`src/rtl/uart8_receiver.sv`:
```
// 8N1 UART receiver on an OVERSAMPLE x baud clock with a done strobe and framing-error flag.
// Define UART_RX_MAJORITY_VOTE_EN to decide each bit by a 3-sample majority around its centre.
module uart8_receiver #(
  parameter int unsigned OVERSAMPLE = 16
) (
  input  logic       clk,
  input  logic       rst_n,
  input  logic       en,
  input  logic       in,
  output logic       busy,
  output logic       done,
  output logic       err,
  output logic [7:0] out
);

  localparam int unsigned CW = $clog2(OVERSAMPLE);
  localparam logic [CW-1:0] HALF_M1 = CW'(OVERSAMPLE / 2 - 1);
  localparam logic [CW-1:0] FULL_M1 = CW'(OVERSAMPLE - 1);

  localparam logic [2:0] RESET     = 3'd0;
  localparam logic [2:0] IDLE      = 3'd1;
  localparam logic [2:0] START_BIT = 3'd2;
  localparam logic [2:0] DATA_BITS = 3'd3;
  localparam logic [2:0] STOP_BIT  = 3'd4;

  logic          sync1_q, in_sync_q;
  logic [2:0]    state_q, state_d;
  logic [CW-1:0] cnt_q, cnt_d;
  logic [2:0]    bit_idx_q, bit_idx_d;
  logic [7:0]    shift_q, shift_d;
  logic          busy_q, busy_d;
  logic          done_q, done_d;
  logic          err_q, err_d;
  logic [7:0]    out_q, out_d;
  logic          bit_dec;

`ifdef UART_RX_MAJORITY_VOTE_EN
  // Two older samples; together with in_sync_q they form the 3-sample window.
  logic [1:0] hist_q;

  always_ff @(posedge clk or negedge rst_n) begin
    if (!rst_n) hist_q <= '1;
    else        hist_q <= {hist_q[0], in_sync_q};
  end

  always_comb begin
    bit_dec = (in_sync_q & hist_q[0]) | (in_sync_q & hist_q[1]) | (hist_q[0] & hist_q[1]);
  end
`else
  always_comb begin
    bit_dec = in_sync_q;
  end
`endif

  always_comb begin
    state_d   = state_q;
    cnt_d     = cnt_q;
    bit_idx_d = bit_idx_q;
    shift_d   = shift_q;
    busy_d    = busy_q;
    done_d    = 1'b0;
    err_d     = err_q;
    out_d     = out_q;
    case (state_q)
      RESET: begin
        busy_d = 1'b0;
        cnt_d  = '0;
        if (en && in_sync_q) state_d = IDLE;
      end
      IDLE: begin
        if (!in_sync_q) begin
          cnt_d   = '0;
          state_d = START_BIT;
        end
      end
      START_BIT: begin
        cnt_d = cnt_q + 1'b1;
        if (cnt_q == HALF_M1) begin
          if (bit_dec) begin
            state_d = IDLE;
          end else begin
            busy_d    = 1'b1;
            err_d     = 1'b0;
            cnt_d     = '0;
            bit_idx_d = '0;
            state_d   = DATA_BITS;
          end
        end
      end
      DATA_BITS: begin
        cnt_d = cnt_q + 1'b1;
        if (cnt_q == FULL_M1) begin
          shift_d[bit_idx_q] = bit_dec;
          cnt_d              = '0;
          bit_idx_d          = bit_idx_q + 3'd1;
          if (bit_idx_q == 3'd7) state_d = STOP_BIT;
        end
      end
      STOP_BIT: begin
        cnt_d = cnt_q + 1'b1;
        if (cnt_q == FULL_M1) begin
          done_d = 1'b1;
          busy_d = 1'b0;
          if (bit_dec) begin
            out_d   = shift_q;
            err_d   = 1'b0;
            state_d = IDLE;
          end else begin
            err_d   = 1'b1;
            state_d = RESET;
          end
        end
      end
      default: state_d = RESET;
    endcase
    // Disable wins over any decision taken this cycle; the last result is kept.
    if (!en) begin
      state_d = RESET;
      busy_d  = 1'b0;
      done_d  = 1'b0;
      err_d   = err_q;
      out_d   = out_q;
    end
  end

  always_ff @(posedge clk or negedge rst_n) begin
    if (!rst_n) begin
      sync1_q   <= 1'b1;
      in_sync_q <= 1'b1;
      state_q   <= RESET;
      cnt_q     <= '0;
      bit_idx_q <= '0;
      shift_q   <= '0;
      busy_q    <= 1'b0;
      done_q    <= 1'b0;
      err_q     <= 1'b0;
      out_q     <= '0;
    end else begin
      sync1_q   <= in;
      in_sync_q <= sync1_q;
      state_q   <= state_d;
      cnt_q     <= cnt_d;
      bit_idx_q <= bit_idx_d;
      shift_q   <= shift_d;
      busy_q    <= busy_d;
      done_q    <= done_d;
      err_q     <= err_d;
      out_q     <= out_d;
    end
  end

  assign busy = busy_q;
  assign done = done_q;
  assign err  = err_q;
  assign out  = out_q;

endmodule

```
`config.mk`:
```
export PLATFORM = sky130hd
export DESIGN_NAME = uart8_receiver
export DESIGN_NICKNAME = d
export VERILOG_FILES = /design/src/rtl/uart8_receiver.sv
export SDC_FILE = /design/constraint.sdc
export NUM_CORES = 1
export LEC_CHECK = 0
export CAP_MARGIN = 40
export CORE_MARGIN = 1.5
export CORE_UTILIZATION = 55
export DETAILED_ROUTE_END_ITERATION = 12
export PLACE_DENSITY = 0.87
export SLEW_MARGIN = 10
export SYNTH_ARGS = -nofsm -noshare
export SYNTH_HDL_FRONTEND = slang
export SYNTH_SLANG_ARGS = --single-unit
```
`constraint.sdc`:
```
create_clock -name clk -period 3.2 [get_ports clk]
set_clock_uncertainty 0.15 [all_clocks]
set_input_delay 0.96 -clock clk [delete_from_list [all_inputs] [get_ports clk]]
set_output_delay 0.96 -clock clk [all_outputs]
set_load 0.02 [all_outputs]
```
==> results.txt, run 1 <==
Walking the worst path, the cells encountered are clkdlybuf4s50_1. The required time of the critical path came out at 2090 ps. Yosys attributes the largest share of cell area to sky130_fd_sc_hd__dfrtp_1 (45%), sky130_fd_sc_hd__mux2_4 (7.5%), sky130_fd_sc_hd__mux2_2 (5.6%). The wire length of the first global-routing pass came out at 5.09 mm. The clock edge transition at the registers on the reported setup and hold paths came out at about 90 ps. The clock reaches the later pin of the worst-skew pair after 330 ps. The placed wire-length estimate after detailed placement is 1.97 mm. The number of buffers added on ports came out at 14. The gate count after technology mapping is roughly 140. The maximum number of pins on one net before global-route repair came out at 32.

The highest achievable clock rate came out at between 400 and 500 MHz. The maximum single-stage delay on the critical path is roughly 600 ps. The clock tree synthesis step divided the H-tree into 2 levels. The minimum period implied by the final worst setup slack came out at around 2400 ps.

The depth of the worst hold-timing path is 0. The area of the placeable core came out at about 0.0028 mm^2. The number of iterations in the first detailed-routing pass came out at 4. The number of buffers and inverters on the critical path is 1. The placed cell area came out at 0.00172 mm^2. The routed wirelength normalized by instance count came out at between 15 and 20 um. The class of the most critical setup path is flop to output port.

The vertical die dimension is 57.0 um. The fraction of synthesized cell area in xor and xnor cells is 0. The maximum net fanout on the critical path is 2. The synthesized netlist contains 40 unique library cells. The proportion of synthesized area in mux cells came out at 0.137. The switching power share of the total came out at 0.259. The portion of synthesized cell area occupied by the leading cell type came out at 0.453. The clock net sink count came out at 31.

The run finished with clean final reports. The final layout contains routed wiring with a total length of 2.91 mm. The total negative slack is 0 ps.

In the finished design, the share of the clock period the worst path needs comes to 0.754. The root buffer cell chosen for the clock tree is sky130_fd_sc_hd__clkbuf_4. The number of global-route vias before repair came out at 1145.

The max-cap check violation count is 0. Setup violations remaining at the end of the flow were counted as 0. Counting flops and latches in the post-synthesis netlist gives 31. The routed via count divided by cell count came out at 6.13.

The most used flip-flop cell after synthesis is sky130_fd_sc_hd__dfrtp_1. In this run the worst hold path is classified as flop to flop. The final weighted congestion of routability-driven global placement is 0.850. The via total after detailed routing came out at 1134. Measured in cells, the most critical reg-to-reg path has a length of 5. For this run, the number of Yosys warnings is 0. The capturing element type of the critical path is an output port.

In the synthesized netlist, the cells that appear most often are sky130_fd_sc_hd__dfrtp_1 (29), sky130_fd_sc_hd__nand2_1 (12), sky130_fd_sc_hd__mux2_2 (8), sky130_fd_sc_hd__mux2_4 (8), sky130_fd_sc_hd__o21ai_0 (8). In this run the deepest clock path goes through 2 buffers. The final non-filler cell total came out at 185.

Setup repair after global routing left no endpoint under its margin. In the routed design, unresolved DRC markers number 0. The post-synthesis average cell area came out at between 10 and 15 um^2.

Buffers inserted during clock tree synthesis total 5. The cell family contributing the most delay on the critical path is buffers and inverters. The adder-cell share of the synthesized area came out at 0.0234. The number of nets in the final layout came out at 160. The TritonCTS clock tree is built. The leakage power total came out at 0.786 nW. The cell area after synthesis is 0.00160 mm^2. The proportion of register bits with asynchronous set or reset after synthesis is 1.00. The final count of hold timing violations came out at 0. The part of the total power dissipated in sequential elements is 0.617. The count of flip-flops with a built-in enable after synthesis came out at 0. The number of diodes came out at 0. The layout has 226 filler cells.

The maximum vdd drop is 0.317 mV. The number of antenna violations at the first check in global routing came out at 0. For this run, the register share of the synthesized area comes to 0.486. The post-cts gate resize count is 0. The total internal power came out at 0.511 mW. The residual antenna-violating net count after detailed routing is 0.

The category of the worst setup path launch point is a flop. The largest individual stage delay along the critical path comes from the cell sky130_fd_sc_hd__clkdlybuf4s50_1. The setup slack on the worst flop-to-flop path came out at 1150 ps. The area fraction in compound gates after synthesis was 0.0992. After global routing the overflow that remains totals 0. The main combinational cell family by area after synthesis is simple AND/OR/NAND/NOR gates.

The largest total area in the synthesized netlist belongs to sky130_fd_sc_hd__dfrtp_1. The count of pins over their slew limit is 0. The area of all placed cells without fillers came out at 0.00177 mm^2. The count of pins on the block boundary came out at 15. The effective utilization at floorplan came out at 0.581.

The synthesized net count came out at 148. The area of the die came out at 0.00324 mm^2. Measured along the x axis, the die boundary spans 57.0 um. The total routing resource utilization after global routing is 0.207.

The combinational cell fraction of total power is 0.071. The transition time at the pin with the least slew margin is approximately 550 ps. The proportion of layout cells with a drive suffix above 1 came out at 0.214.

The violation count after the first detailed-route iteration is 48. Among all cell types in the netlist, the one instantiated most often is sky130_fd_sc_hd__dfrtp_1. The data arrival time of the worst path is 1300 ps. The placed cell count came out at 177.

The area fraction in and, or, nand and nor cells after synthesis came out at 0.205. The buffers inserted during post-CTS setup optimization came out at 0. The path length in cells of the critical path is 1. The relative max-transition margin is 0.632. The share of power burned in the clock network is 0.312.

The number of standard-cell rows in the floorplan came out at 19. The reported net switching power is around 0.18 mW. The count of hold-fix buffers inserted at cts came out at 0.

The ratio of total power to cell area came out at 389 mW/mm^2. The area growth from synthesis to final layout is 10.6%.
==> state kept, by name, summed over array words and instances (netlist names) <==
name / cells
busy: 1
done: 1
out: 8
bit_dec: 1
state_q: 3
bit_idx_q: 3
shift_q: 8
err: 1
cnt_q: 4
sync1_q: 1
==> cell families (layout without fill, tap and decap cells) <==
family                     count (synthesis)  after routing
AOI/OAI and AO/OA                         24             24
adders and majority gates                  3              3
buffers and inverters                     13             26
DFF                                       31             31
muxes                                     17             17
and+or+nand+nor                           53             53
==> power groups by stage <==
stage                     Clock [mW]  Combinational [mW]  Sequential [mW]
after floorplan                    0              0.0409            0.420
after global placement             0              0.0454            0.429
after detailed placement           0              0.0494            0.431
after CTS                      0.219              0.0497            0.424
after global routing           0.238              0.0582            0.427
final                          0.215              0.0488            0.425
==> per-layer routing <==
layer	GRT usage	wire, um	vias up
li1	-	-	531
met1	0.249	1230	555
met2	0.342	1450	39
met3	0.0499	163	9
met4	0.116	67	0
met5	0	0	-
==> layout by cell type, fill, tap and decap left out, types with 3 or more instances in the layout <==
master and instances:
sky130_fd_sc_hd__dfrtp_1 29, sky130_fd_sc_hd__clkdlybuf4s50_1 14, sky130_fd_sc_hd__nand2_1 12, sky130_fd_sc_hd__mux2_4 8
sky130_fd_sc_hd__o21ai_0 8, sky130_fd_sc_hd__mux2_2 8, sky130_fd_sc_hd__nor2_1 7, sky130_fd_sc_hd__nand3_1 6
sky130_fd_sc_hd__nand3b_1 6, sky130_fd_sc_hd__clkbuf_4 5, sky130_fd_sc_hd__a21oi_1 4, sky130_fd_sc_hd__nor2b_1 3
sky130_fd_sc_hd__inv_1 3, sky130_fd_sc_hd__nor3_1 3, sky130_fd_sc_hd__nand4_1 3, sky130_fd_sc_hd__ha_1 3
==> path summary, 6_finish.rpt <==
check,to,start
setup / recovery,out[3],out[3]$_DFFE_PN0P_
hold / removal,bit_dec$_DFF_PN1_,sync1_q$_DFF_PN1_
setup reg to reg,out[4]$_DFFE_PN0P_,cnt_q[0]$_DFFE_PN0P_
hold reg to reg,bit_dec$_DFF_PN1_,sync1_q$_DFF_PN1_
max in group asynchronous,bit_dec$_DFF_PN1_,rst_n
min in group asynchronous,out[7]$_DFFE_PN0P_,rst_n
==> area by class of cell <==
type                    count  area [um^2]  share of cell area
clock buffers               7         45.0              0.0254
clock inverters             1         5.00             0.00282
inverters                   3         11.3             0.00636
repair buffers             15          148              0.0833
multi-input cells          97          746               0.421
flip-flops and latches     31          778               0.439
well taps                  31         38.8              0.0219
==> metrics by stage <==
stage	power, mW	hold WS (ps)	util	setup WS (ps)
after CTS	0.692	214	0.642	772
after floorplan	0.461	195	-	1300
final	0.689	213	0.642	788
after global placement	0.475	195	0.624	732
after detailed placement	0.481	197	0.624	686
after global routing	0.723	216	0.642	720
Note: power is estimated with default switching activity, not from simulation.
==> inputs of run 2 (changes only) <==
==> constraint.sdc (replaced) <==
create_clock -name clk -period 2.5 [get_ports clk]
set_clock_uncertainty 0.15 [all_clocks]
set_input_delay 0.75 -clock clk [delete_from_list [all_inputs] [get_ports clk]]
set_output_delay 0.75 -clock clk [all_outputs]
set_load 0.02 [all_outputs]
==> results.txt, run 2 (synthesis gave the netlist of run 1 again) <==
The area of the placeable core is 0.00276 mm^2 (unchanged). The maximum vdd drop came out at 0.461 mV (+45%). The root cell of the clock tree is sky130_fd_sc_hd__clkbuf_4. The count of hold-fix buffers inserted at cts is 0 (unchanged). The leakage power total came to 0.791 nW (+0.61%). The highest achievable clock rate came out at 448 MHz. The final weighted congestion of routability-driven global placement is 0.824 (-3.1%).

The maximum single-stage delay on the critical path came out at 610 ps (about the same). The routed via count divided by cell count is 6.09 (-0.63%). The chip width is 57.0 um (unchanged). The total routing resource utilization after global routing is 0.207 (+0.000381). The maximum net fanout on the critical path is 2 (unchanged). The transition time at the pin with the least slew margin came out at 544 ps (-8.25 ps). The ratio of total power to cell area came out at 497 mW/mm^2 (+28%). The number of global-route vias before repair was 1094 (-4.5%). The area growth from synthesis to final layout is 11.1%. The overall power after layout came out at 0.884 mW (+28%). The violation count after the first detailed-route iteration came to 50 (+4.2%). The cell family contributing the most delay on the critical path is buffers and inverters. The clock net sink count came out at 31 (unchanged). The signal on the critical path passes through clkdlybuf4s50_1.

The met3 wire length came out at 154 um (-5.5%). The number of antenna violations at the first check in global routing came out at 0 (unchanged). The number of remaining DRC errors is 0 (unchanged). The core occupancy in the finished layout came to 0.645 (+0.00272). The number of buffers and inverters on the critical path is 1 (unchanged). The maximum buffer depth of the clock tree is 2 (unchanged). The number of H-tree levels is 2 (unchanged).

The minimum period implied by the final worst setup slack is 2230 ps. The routed wirelength normalized by instance count came out at 15.8 um (+0.49%). The via total after detailed routing came out at 1133 (-0.088%). The number of buffers created by CTS is 5 (unchanged). The total negative slack is 0 ps (unchanged).

The number of nets in the final layout is 161 (+0.63%). The area of the die came out at 0.00324 mm^2 (unchanged). The top layer reached by signal wires is met4.

The worst-skew pair later-pin latency is 340 ps (about the same). Leaving out fill and tap cells, the most frequent cell in the layout is sky130_fd_sc_hd__dfrtp_1. The type of the worst min-delay path is flop to flop.

The data arrival time of the worst path came out at 1330 ps (+30 ps). The post-route fraction of the period consumed by the critical path came out at 0.892. The count of endpoints failing setup in the final report came to 0 (unchanged). The number of iterations in the first detailed-routing pass is 4 (unchanged). The capturing element type of the critical path is an output port. The placed wire-length estimate after detailed placement is 2.06 mm (+4.6%).

Setup repair after global routing left no endpoint under its margin. The number of diodes is 0 (unchanged). The maximum number of pins on one net before global-route repair is 32 (unchanged).

The vertical die dimension came out at 57.0 um (unchanged). The post-cts gate resize count is 0 (unchanged). The final global-route overflow total came out at 0 (unchanged). The wire length after detailed routing was 2.94 mm (+1.0%).

The clock edge transition at the registers on the reported setup and hold paths was 90 ps (about the same). The relative max-transition margin came out at 0.638 (+0.00550). The final count of hold timing violations is 0 (unchanged). The count of pins on the block boundary came out at 15 (unchanged).

The residual antenna-violating net count after detailed routing is 0 (unchanged). The effective utilization at floorplan was 0.581 (unchanged). The slowest stage of the critical path is the sky130_fd_sc_hd__clkdlybuf4s50_1 cell.

The required time of the critical path was 1600 ps (-490 ps). The number of standard-cell rows in the floorplan is 19 (unchanged). The flow ran to the end, and the final reports show no timing, DRC or antenna violations. The wire length of the first global-routing pass is 4.95 mm (-2.7%). The buffers inserted during post-CTS setup optimization came out at 0 (unchanged). The detailed-routed wire length on met2 came to 1.49 mm (+2.5%). The max-cap check violation count is 0 (unchanged). Leaving out fill and tap cells, the most frequent cells in the layout are sky130_fd_sc_hd__dfrtp_1 (29), sky130_fd_sc_hd__clkdlybuf4s50_1 (14), sky130_fd_sc_hd__nand2_1 (12).

The proportion of layout cells with a drive suffix above 1 was 0.219 (+0.00507). STA classifies the critical path startpoint as a flop. The setup path with the least slack is of type flop to output port. The number of buffers added on ports is 14 (unchanged).

The count of pins over their slew limit came out at 0 (unchanged). TritonCTS built the clock tree. The total routed wire length on the met1 layer came out at 1.22 mm (-0.49%).
==> run 2: cell count changes in the layout (fill, tap and decap cells not counted), sizes merged <==
cell / delta
buf: +1
==> run 2: through the flow <==
| stage | instances | setup WS (ps) | hold WS, ps | instance area (um^2) |
|---|---|---|---|---|
| after floorplan | 141 | 603 | 195 | 1600 |
| final | 186 | 269 | 212 | 1780 |
| after global placement | 178 | 358 | 196 | 1730 |
| after detailed placement | 178 | 315 | 197 | 1730 |
| after CTS | 186 | 253 | 214 | 1780 |
| after global routing | 186 | 222 | 216 | 1780 |
==> run 2: final timing paths <==
check,start,end,slack (ps),cells past startpoint
max,out[6]$_DFFE_PN0P_,out[6],270,1
min,sync1_q$_DFF_PN1_,bit_dec$_DFF_PN1_,210,0
max reg2reg,cnt_q[0]$_DFFE_PN0P_,out[5]$_DFFE_PN0P_,470,5
min reg2reg,sync1_q$_DFF_PN1_,bit_dec$_DFF_PN1_,210,0
max in group asynchronous,rst_n,bit_dec$_DFF_PN1_,1220,2
min in group asynchronous,rst_n,out[0]$_DFFE_PN0P_,640,2
==> run 2: per-layer routing <==
layer / track usage / vias to the layer above
met5: 0 / -
met4: 0.136 / 0
met3: 0.0544 / 8
met2: 0.343 / 40
met1: 0.236 / 547
li1: - / 538
==> run 2: report_power, final <==
part           internal (mW)  total [mW]  leakage [nW]  switching [mW]
clock                  0.109       0.278        0.0293           0.169
sequential             0.515       0.543         0.423          0.0271
combinational         0.0300      0.0640         0.338          0.0340
total                  0.655       0.884         0.791           0.230
==> run 2: layout make-up <==
| class | count | area [um^2] |
|---|---|---|
| multi-input combinational | 97 | 746 |
| tap | 31 | 38.8 |
| inverter | 3 | 11.3 |
| clock inverter | 1 | 5.00 |
| fill | 216 | 978 |
| timing repair buffer | 16 | 155 |
| sequential | 31 | 778 |
| clock buffer | 7 | 45.0 |
